$ cat config.mk
export PLATFORM = sky130hd
export DESIGN_NAME = avr_uart_tx
export DESIGN_NICKNAME = d
export VERILOG_FILES = /design/src/rtl/avr_uart_pkg.sv /design/src/rtl/avr_uart_tx_sync_2ff.sv /design/src/rtl/avr_uart_tx.sv
export SDC_FILE = /design/constraint.sdc
export NUM_CORES = 1
export LEC_CHECK = 0
export BUFFER_PORTS_ARGS = -buffer_cell sky130_fd_sc_hd__buf_2
export CORE_UTILIZATION = 35
export CTS_BUF_LIST = sky130_fd_sc_hd__clkbuf_16
export DETAILED_ROUTE_END_ITERATION = 7
export GPL_TIMING_DRIVEN = 0
export PLACE_DENSITY = 0.55
export SYNTH_ARGS = -nofsm -noshare
export SYNTH_HDL_FRONTEND = slang
export SYNTH_HIERARCHICAL = 1
export SYNTH_SLANG_ARGS = --single-unit
$ cat constraint.sdc
create_clock -name clk -period 2.7 [get_ports clk]
set_input_delay 0.54 -clock clk [delete_from_list [all_inputs] [get_ports clk]]
set_output_delay 0.54 -clock clk [all_outputs]
set_load 0.005 [all_outputs]
$ cat src/rtl/avr_uart_pkg.sv
// -----------------------------------------------------------------------------
// avr_uart_pkg
// Shared definitions for the FPGA <-> AVR serial link (transmitter now, a
// matching receiver later): FSM state encoding, default bit timing and frame
// geometry, plus an even-parity helper.
// -----------------------------------------------------------------------------
package avr_uart_pkg;

  // 50 MHz system clock / 500 kbaud
  localparam int DEFAULT_CLK_PER_BIT = 100;

  // Frame geometry
  localparam int DATA_BITS      = 8;
  localparam int FRAME_BITS_8N1 = 10;
  localparam int FRAME_BITS_8E1 = 11;

  // Serial FSM state encoding (PARITY only reachable when parity is built in)
  typedef enum logic [2:0] {
    ST_IDLE   = 3'd0,
    ST_START  = 3'd1,
    ST_DATA   = 3'd2,
    ST_PARITY = 3'd3,
    ST_STOP   = 3'd4
  } uart_state_e;

  // Even parity: XOR of all data bits, so data plus parity has an even count of ones
  function automatic logic even_parity(input logic [7:0] byte_i);
    return ^byte_i;
  endfunction

endpackage : avr_uart_pkg

$ cat src/rtl/avr_uart_tx_sync_2ff.sv
// -----------------------------------------------------------------------------
// sync_2ff
// Two-flop synchronizer for a single asynchronous level signal.
// Ports:
//   clk    - destination clock
//   rst_n  - asynchronous active-low reset; both flops load RST_VAL
//   d_i    - asynchronous input
//   q_o    - synchronized output (two clock cycles of latency)
// Parameter:
//   RST_VAL - value both stages take during reset
// -----------------------------------------------------------------------------
module sync_2ff #(
  parameter logic RST_VAL = 1'b0
) (
  input  logic clk,
  input  logic rst_n,
  input  logic d_i,
  output logic q_o
);

  logic meta_q;
  logic sync_q;

  // Two-stage capture of the asynchronous input
  always_ff @(posedge clk or negedge rst_n) begin
    if (!rst_n) begin
      meta_q <= RST_VAL;
      sync_q <= RST_VAL;
    end else begin
      meta_q <= d_i;
      sync_q <= meta_q;
    end
  end

  assign q_o = sync_q;

endmodule : sync_2ff

$ cat src/rtl/avr_uart_tx.sv
// -----------------------------------------------------------------------------
// avr_uart_tx
// FPGA -> AVR serial transmitter. Sends one byte per frame on the AVR's
// receive pin as UART, LSB first, one start bit and one stop bit, and holds
// off new bytes while the AVR signals that its buffer is full.
//
// Optional feature macro: AVR_UART_TX_PARITY_EN
//   defined   -> one even-parity bit between data bit 7 and stop (8E1)
//   undefined -> plain 8N1, no parity state or logic
//
// Ports:
//   clk      - system clock
//   rst_n    - asynchronous active-low reset
//   data     - byte to send, captured only on accept
//   new_data - byte offered this cycle
//   ready    - block can accept; accept = new_data && ready at a rising edge
//   block    - avr_rx_busy from the AVR, asynchronous; high = AVR full
//   tx       - serial line to avr_rx, idles high
// Parameter:
//   CLK_PER_BIT - clock cycles per UART bit, must be >= 2
// -----------------------------------------------------------------------------
module avr_uart_tx
  import avr_uart_pkg::*;
#(
  parameter int CLK_PER_BIT = DEFAULT_CLK_PER_BIT
) (
  input  logic       clk,
  input  logic       rst_n,
  input  logic [7:0] data,
  input  logic       new_data,
  output logic       ready,
  input  logic       block,
  output logic       tx
);

  localparam int            CW       = (CLK_PER_BIT > 1) ? $clog2(CLK_PER_BIT) : 1;
  localparam logic [CW-1:0] CTR_LAST = CW'(CLK_PER_BIT - 1);
  localparam logic [2:0]    LAST_BIT = 3'(DATA_BITS - 1);

  uart_state_e   state_q, state_d;
  logic [CW-1:0] ctr_q,   ctr_d;
  logic [2:0]    bit_q,   bit_d;
  logic [7:0]    shreg_q, shreg_d;
  logic          tx_q,    tx_d;
`ifdef AVR_UART_TX_PARITY_EN
  logic          parity_q, parity_d;
`endif

  logic block_s;
  logic accept_s;
  logic wrap_s;

  // block starts out asserted so nothing is accepted until the AVR is seen idle
  sync_2ff #(
    .RST_VAL (1'b1)
  ) u_block_sync (
    .clk   (clk),
    .rst_n (rst_n),
    .d_i   (block),
    .q_o   (block_s)
  );

  assign ready    = (state_q == ST_IDLE) && !block_s;
  assign accept_s = new_data && ready;
  assign wrap_s   = (ctr_q == CTR_LAST);
  assign tx       = tx_q;

  // Next-state logic: frame sequencing, bit timing and data shifting
  always_comb begin
    state_d  = state_q;
    ctr_d    = ctr_q;
    bit_d    = bit_q;
    shreg_d  = shreg_q;
`ifdef AVR_UART_TX_PARITY_EN
    parity_d = parity_q;
`endif
    case (state_q)
      ST_IDLE: begin
        if (accept_s) begin
          shreg_d  = data;
          ctr_d    = '0;
          bit_d    = 3'd0;
`ifdef AVR_UART_TX_PARITY_EN
          parity_d = even_parity(data);
`endif
          state_d  = ST_START;
        end else begin
          state_d  = ST_IDLE;
        end
      end
      ST_START: begin
        if (wrap_s) begin
          ctr_d   = '0;
          state_d = ST_DATA;
        end else begin
          ctr_d   = ctr_q + CW'(1'b1);
        end
      end
      ST_DATA: begin
        if (wrap_s) begin
          ctr_d   = '0;
          shreg_d = {1'b0, shreg_q[7:1]};
          bit_d   = bit_q + 3'd1;
          if (bit_q == LAST_BIT) begin
`ifdef AVR_UART_TX_PARITY_EN
            state_d = ST_PARITY;
`else
            state_d = ST_STOP;
`endif
          end else begin
            state_d = ST_DATA;
          end
        end else begin
          ctr_d   = ctr_q + CW'(1'b1);
        end
      end
`ifdef AVR_UART_TX_PARITY_EN
      ST_PARITY: begin
        if (wrap_s) begin
          ctr_d   = '0;
          state_d = ST_STOP;
        end else begin
          ctr_d   = ctr_q + CW'(1'b1);
        end
      end
`endif
      ST_STOP: begin
        if (wrap_s) begin
          ctr_d   = '0;
          state_d = ST_IDLE;
        end else begin
          ctr_d   = ctr_q + CW'(1'b1);
        end
      end
      default: begin
        state_d = ST_IDLE;
        ctr_d   = '0;
        bit_d   = 3'd0;
      end
    endcase
  end

  // Line level decoded from the next state so tx changes on the same edge as the state
  always_comb begin
    tx_d = 1'b1;
    case (state_d)
      ST_IDLE:   tx_d = 1'b1;
      ST_START:  tx_d = 1'b0;
      ST_DATA:   tx_d = shreg_d[0];
`ifdef AVR_UART_TX_PARITY_EN
      ST_PARITY: tx_d = parity_d;
`endif
      ST_STOP:   tx_d = 1'b1;
      default:   tx_d = 1'b1;
    endcase
  end

  // State, counters, shift register and registered line output
  always_ff @(posedge clk or negedge rst_n) begin
    if (!rst_n) begin
      state_q  <= ST_IDLE;
      ctr_q    <= '0;
      bit_q    <= 3'd0;
      shreg_q  <= 8'h00;
      tx_q     <= 1'b1;
`ifdef AVR_UART_TX_PARITY_EN
      parity_q <= 1'b0;
`endif
    end else begin
      state_q  <= state_d;
      ctr_q    <= ctr_d;
      bit_q    <= bit_d;
      shreg_q  <= shreg_d;
      tx_q     <= tx_d;
`ifdef AVR_UART_TX_PARITY_EN
      parity_q <= parity_d;
`endif
    end
  end

endmodule : avr_uart_tx

# Word level (Yosys, flattened, before mapping)
# Cells that the tools add are included.
# Widths: inputs -> output; s select.
# word_totals
elab_cells	45
input_bits	12
out_inout_bits	2
regBits	24
# classes
addsub	2
n_reduce_logical	9
eq_ne	9
n_mux	16
bitwise	1
# ops
operator	count
$mux 3	6
$mux 8	2
$pmux 8 s2	1
$mux 7	2
$pmux 7 s2	1
$pmux 3 s4	1
$pmux 3 s3	1
$add 7x1->7 const B	1
$eq 7x7->1 const B	1
$eq 3x1->1 const B	2
$eq 3x2->1 const B	2
$eq 3x3->1 const B	2
$reduce_and 3->1	2
$ne 2x2->1 const B	2
$add 3x1->3 const B	1
$logic_not 3->1	1
$reduce_or 3->1	1
$logic_and 1x1->1	2
$pmux 1 s2	1
$reduce_bool 2->1	1
$reduce_or 2->1	1
$logic_not 1->1	1
$mux 1	1
$not 1->1	1

# Logic depth before layout (Yosys ltp)
# Gate-level depths: netlist of the first run.
# depth
ltp_word	7
ltp_mapped	6
mapped_depth_nobuf	6

# Hierarchy
# The synthesis of the first run kept the hierarchy.
# modules_own_cells
mod	seq_area_each_um2	n_inst	area_per_inst_um2	cells_each
avr_uart_tx	551.8	1	1226.2	116
sync_2ff	52.6	1	52.6	2

# Least setup slack after synthesis of the first run
# Ideal clock, no wire load.
# synth_path
path_type	register to register
start	register ctr_q[0]
end	register bit_q[1]
arrival_ps	1482
n_path_buf	0
period_less_slack_ps	1607
setup_time_ps	125
required_ps	2575
slack_ps	1093
stages_incl_launch_ff	6
path_cell_list	dfrtp_1 > ha_1 > nand2b_1 > nor2_1 > o211ai_1 > mux2_2
# synth_between
elab_chain_cells	3
# synth_lines
element	line_no	source
from (decl)	avr_uart_tx.sv:41	logic [CW-1:0] ctr_q, ctr_d;
from (signal assigned)	avr_uart_tx.sv:171	ctr_q <= ctr_d;
$eq 7x7->1	avr_uart_tx.sv:65	assign wrap_s = (ctr_q == CTR_LAST);
$ne 2x2->1 (no source line)	--	
$reduce_and 3->1 (no source line)	--	
to (signal assigned)	avr_uart_tx.sv:172	bit_q <= bit_d;
to (decl)	avr_uart_tx.sv:42	logic [2:0] bit_q, bit_d;
# Every way passes these cells.
# A chain may end at the register's enable or synchronous reset.

# Worst setup path after layout of the first run
# layout_path
start	register state_q[0]
end	output ready
# layout_between
elab_chain_cells	2
# layout_lines
element	line_no	source
from (decl)	avr_uart_tx.sv:40	uart_state_e state_q, state_d;
from (signal assigned)	avr_uart_tx.sv:170	state_q <= state_d;
$logic_not 3->1	avr_uart_tx.sv:63	assign ready = (state_q == ST_IDLE) && !block_s;
$logic_and 1x1->1	avr_uart_tx.sv:63	
to (decl)	avr_uart_tx.sv:31	output logic ready,
# Every way passes these cells.

==> results of run 1 <==
-- area by class of cell --
cell class,count,share of cell area
clock buffers,3,0.05072
plain buffers,5,0.02282
repair buffers,13,0.04396
flip-flops and latches,24,0.4083
clock inverters,1,0.002536
inverters,3,0.007608
multi-input cells,86,0.4252
well taps,46,0.03888
-- path summary, 6_finish.rpt --
kind | start | end | slack (ps)
setup / recovery | state_q[0]$_DFF_PN0_ | ready | 720
hold reg to reg | u_block_sync/meta_q$_DFF_PN1_ | u_block_sync/q_o$_DFF_PN1_ | 360
max in group asynchronous | rst_n | u_block_sync/q_o$_DFF_PN1_ | 2070
min in group clk | u_block_sync/meta_q$_DFF_PN1_ | u_block_sync/q_o$_DFF_PN1_ | 360
hold / removal | rst_n | ctr_q[0]$_DFFE_PN0P_ | 260
setup reg to reg | ctr_q[0]$_DFFE_PN0P_ | bit_q[2]$_DFFE_PN0P_ | 880
-- per-stage QoR --
stage | cells | hold WS, ps | worst slack [ps] | area, um2
2_1_floorplan | 118 | 244.4 | 1093 | 1279
3_3_place_gp | 177 | 348.2 | 878.8 | 1401
3_5_place_dp | 177 | 347.5 | 856.6 | 1401
4_1_cts | 181 | 285.1 | 711.3 | 1480
5_1_grt | 181 | 318.6 | 660.7 | 1480
6_report | 181 | 260.6 | 724.9 | 1480
-- flip-flops by register name, indices dropped and copies added (netlist names) --
signal and count:
bit_q 3, u_block_sync/meta_q 1, tx 1, ctr_q 7, state_q 3, u_block_sync/q_o 1
shreg_q 8
-- cell usage in the layout (no fill, tap or decap), types with 2 or more instances in the layout --
cell / n
buf_2: 16
ha_1: 3
a21oi_1: 2
dfstp_2: 3
nand2_1: 9
a21o_1: 5
nor2_1: 5
nand3b_1: 3
a22o_1: 5
and2_1: 3
nor3_1: 3
a31oi_1: 6
inv_1: 3
nor2b_1: 2
clkbuf_16: 3
o21ai_0: 5
nand3_1: 7
a22oi_1: 2
o22ai_1: 2
dfrtp_1: 21
o211ai_1: 2
mux2_2: 3
a41oi_1: 2
-- report_power, final --
part | total, mW | leakage (nW) | internal [mW] | switching [mW]
sequential | 0.373 | 0.301 | 0.369 | 0.00396
clock | 0.316 | 0.0385 | 0.198 | 0.119
combinational | 0.0227 | 0.373 | 0.0101 | 0.0126
total | 0.712 | 0.712 | 0.576 | 0.135
-- cell families (layout without fill, tap and decap cells) --
| kind of cell | after synthesis | after routing | share of synthesized area |
|---|---|---|---|
| and+or+nand+nor | 45 | 45 | 0.2417 |
| AOI/OAI and AO/OA | 34 | 34 | 0.1879 |
| DFF | 24 | 24 | 0.4726 |
| buffers and inverters | 8 | 25 | 0.03522 |
| adders and majority gates | 3 | 3 | 0.02936 |
| muxes | 3 | 3 | 0.02642 |
| xor gates and xnor gates | 1 | 1 | 0.006851 |
-- layer usage --
layer | GRT usage | share of wire
met5 | 0 | 0
met2 | 0.2283 | 0.47
met4 | 0.03198 | 0.0078
met3 | 0.03650 | 0.030
met1 | 0.1849 | 0.50
==> flow_summary.ini, run 1 <==
[yosys]
synthArstFlopShare = 1.000
synth-edff-count = 0
seq_area_frac_synth = 0.4726
synth.cell_area_mm2 = 0.001279
synth_ff_type = dfrtp_1
syn-instance-count = 118
ys_seq_elements = 24
syn_nets = 133
synthTopCellsByArea = dfrtp_1, dfstp_2, a22o_1, a21o_1, a31oi_1
synthDistinctLibCells = 41
ys.warnings.count = 6
yosysMostFrequentCell = dfrtp_1
synth_top_cell_by_area = dfrtp_1
synth_common_cells = dfrtp_1, nand2_1, nand3_1
syn_area_per_cell_um2 = 10.84
yosys.area.top_type_share = 0.4110

[timing]
rsz0062_at_grt = no
hold_viol_final = 0
skew_ps = 4.449
setup_tns_ps = 0
min_period_ps = 1975
tightest_slew_ps = 532.9
clock.fmax_mhz = 506.3
drv_slew = 0
finalSetupViolations = 0
fin_crit_sh = 0.7315
max-slew-margin-rel = 0.6447

[layout]
n_antenna_cell = 0
nFillCells = 356
fin_util = 0.4333
drive_gt1_frac = 0.2593
synthToLayoutAreaGrowth_pct = 15.75
seqCellArea_um2 = 604.3
final_nets = 151
multi_input_area_um2 = 629.4

[global_routing]
grt_use_total = 0.1398
grt_max_degree = 25
grt_pass1_vias = 950
grt-ovfl-total = 0
grt_pass1_wl_um = 4374
antenna_found_initial = 0

[detailed_routing]
ant_nets = 0
wl_um = 2446
drt_iter0_drc = 55
drc = 0
wl_per_cell_um = 13.51
avgViaCountPerCell = 5.304
via_count = 960
firstDrtPassIters = 4

[clocking]
clk_pin_slew_ps = 60
htreeDepth = 1
tritoncts = yes
cts_made_buffers = 3
cts_root_buf = clkbuf_16
hold_buffers = 0
post_cts_resized = 0
clk_latency_ps = 260
clock-sinks = 24
cts_setup_buffers = 0
cts_max_path_buffers = 2

[power_and_ir_drop]
power.total_mw = 0.7117
powerDensity_mw_per_mm2 = 480.8
power.leakage_nw = 0.7122
peakVddDrop_v = 0.0002983

[floorplan]
dieArea_mm2 = 0.003899
num_rows = 21
die_h_um = 62.45
start_util = 0.3744
die_width_um = 62.45
ioPinCount = 14
coreArea_mm2 = 0.003416

[critical_path]
path_depth = 4
crit_path_max_incr_delay_ps = 430
cp-start-kind = register
worstPathArrival_ps = 1440
crit_fanout = 10
worstRegToRegCells = 5
slowest_stage = or3_4
crit_family = simple AND/OR/NAND/NOR gates
worst_setup_path_end_kind = output pin
worst_ep_required_time_ps = 2160
path_class = reg -> out
cp.buffers_inverters = 2
crit_chain = buf_6 > or3_4 > nor2_1 > buf_2

[placement]
place_hpwl_um = 1826
gp_congestion = 0.8269
portBuffers = 13

[outcome]
status = complete, no violations

[min_path]
hp-class = in -> async

[run]
max_cap_violations = 0
No activity file was read; power rests on OpenSTA's default activity.
==> run 2, diff against run 1 <==
Settings changed: ABC_AREA set to 1, PLACE_DENSITY 0.55 to 0.57.
Clock period 2.7 ns to 1.78 ns, I/O delays scaled along.
==> flow_summary.ini, run 2 <==
[detailed_routing]
drc = 0
wl_um = 2311
avgViaCountPerCell = 4.719
wl_per_cell_um = 11.61
drt_iter0_drc = 27
via_count = 939
firstDrtPassIters = 4
ant_nets = 0

[placement]
gp_congestion = 0.7605
postPlaceCellArea_mm2 = 0.001345
place_ws_ps = 343.4
portBuffers = 13
placedCellCount = 195
place_hpwl_um = 1660

[timing]
fin_crit_sh = 0.8798
min_period_ps = 1566
setup_tns_ps = 0
fin_ws_ps = 214.0
hold_viol_final = 0
hold-worst-slack_ps = 77.72
skew_ps = 6.320
rsz0062_at_grt = no
drv_slew = 0
max-slew-margin-rel = 0.6328
tightest_slew_ps = 550.7
finalSetupViolations = 0
clock.fmax_mhz = 638.6

[power_and_ir_drop]
swShare = 0.1887
power_frac_clock = 0.457
peakVddDrop_v = 0.0004478
power.leakage_nw = 0.6861
netSwitchingPower_mw = 0.1996
pwr-share-seq = 0.521
powerDensity_mw_per_mm2 = 742.8
power_frac_comb = 0.022
power.total_mw = 1.058
internal_power_mw = 0.8581

[clocking]
post_cts_resized = 0
htreeDepth = 1
cts_root_buf = clkbuf_16
clk_pin_slew_ps = 60
hold_buffers = 0
clock-sinks = 24
cts_setup_buffers = 0
cts_max_path_buffers = 2
clk_latency_ps = 260
tritoncts = yes
cts_made_buffers = 3

[floorplan]
dieArea_mm2 = 0.003733
die_width_um = 61.10
die_h_um = 61.10
ioPinCount = 14
num_rows = 21
start_util = 0.3663
coreArea_mm2 = 0.003337

[yosys]
ys_seq_elements = 24
ys.warnings.count = 6
synth_top_cell_by_area = dfrtp_1
syn_area_per_cell_um2 = 8.988
synth_ff_type = dfrtp_1
syn-instance-count = 136
yosys.area.top_type_share = 0.4299
synthDistinctLibCells = 28
synthTopCellsByArea = dfrtp_1, nand2_1, dfstp_2, nand3_1, ha_1
yosysMostFrequentCell = nand2_1
synth_common_cells = nand2_1, dfrtp_1, nand3_1
syn_nets = 151
synthArstFlopShare = 1.000
synth-edff-count = 0
synth.cell_area_mm2 = 0.001222
seq_area_frac_synth = 0.4944

[run]
max_cap_violations = 0

[layout]
final_common_cell = nand2_1
largest_registers = shreg_q (8), ctr_q (7)
nFillCells = 357
largest_reg_flops = 8
n_antenna_cell = 0
final_nets = 169
top_register = shreg_q
drive_gt1_frac = 0.2680
final_cell_mix = nand2_1, dfrtp_1, nand3_1
synthToLayoutAreaGrowth_pct = 16.48
final_cells = 199
postLayoutCellArea_mm2 = 0.001424
fin_util = 0.4267

[global_routing]
grt_busiest_layer = met2
grt_pass1_wl_um = 3995
grt_use_total = 0.1446
antenna_found_initial = 0
use_met2 = 0.2578
grt_use_met1 = 0.1759
grt-ovfl-total = 0
grt_pass1_vias = 916
grt_util_met3 = 0.03782
grt_max_degree = 25

[min_path]
hp-class = in -> async

[critical_path]
worstRegToRegCells = 8
cp-start-kind = register
worst_setup_path_end_kind = output pin
worst_ep_required_time_ps = 1420
worstPathArrival_ps = 1210
path_class = reg -> out
crit_fanout = 4

[outcome]
status = complete, no violations
## run 2: changes by cell type in the layout (fill, tap and decap cells not counted), moves of 4 or more
cell     delta
nand2_1    +34
nand4_1     +4
a21o_1      -5
nand3_1     +8
o21ai_1     +4
a31oi_1     -6
inv_2       +6
a22o_1      -5
## run 2: per-layer routing
metal,vias up,part of all wire
met2,13,0.50
li1,482,-
met5,-,0
met4,0,0.0056
met3,2,0.028
met1,442,0.46
## run 2: cell type report
| cell class | count | area [um2] | share of cell area |
|---|---|---|---|
| clock buffers | 3 | 75.07 | 0.05272 |
| inverters | 13 | 56.30 | 0.03954 |
| multi-input cells | 99 | 561.8 | 0.3946 |
| repair buffers | 13 | 65.06 | 0.04569 |
| well taps | 46 | 57.56 | 0.04042 |
| flip-flops and latches | 24 | 604.3 | 0.4244 |
| clock inverters | 1 | 3.754 | 0.002636 |
## run 2: logic make-up (layout without fill, tap and decap cells)
group	count (synthesis)	in the layout	share of synthesized area
buf+inv	13	30	0.04606
xor+xnor	1	1	0.007166
fa+ha+maj	3	3	0.03071
simple gates	81	81	0.3572
compound gates	14	14	0.06449
flops	24	24	0.4944
## run 2: power by group through the flow
stage / logic (mW) / clock network, mW / registers (mW)
final: 0.0235 / 0.484 / 0.551
after global routing: 0.0274 / 0.512 / 0.551
after CTS: 0.0248 / 0.501 / 0.550
after detailed placement: 0.0248 / 0 / 0.560
after global placement: 0.0242 / 0 / 0.560
after floorplan: 0.000987 / 0 / 0.560
## run 2: path summary, 6_finish.rpt
| path | from | end | slack, ps |
|---|---|---|---|
| max | state_q[0]$_DFF_PN0_ | ready | 210 |
| min | rst_n | ctr_q[4]$_DFFE_PN0P_ | 80 |
| max reg2reg | ctr_q[0]$_DFFE_PN0P_ | shreg_q[5]$_DFFE_PN0P_ | 330 |
| min reg2reg | u_block_sync/meta_q$_DFF_PN1_ | u_block_sync/q_o$_DFF_PN1_ | 360 |
| max in group asynchronous | rst_n | tx$_DFF_PN1_ | 1320 |
| min in group clk | block | u_block_sync/meta_q$_DFF_PN1_ | 200 |
## run 2: critical path, cell delays in order, from the launching register on
cell	delay, ps
dfrtp_1	440
nor2_4	210
nand2_1	110
nor2_1	90
buf_2	110
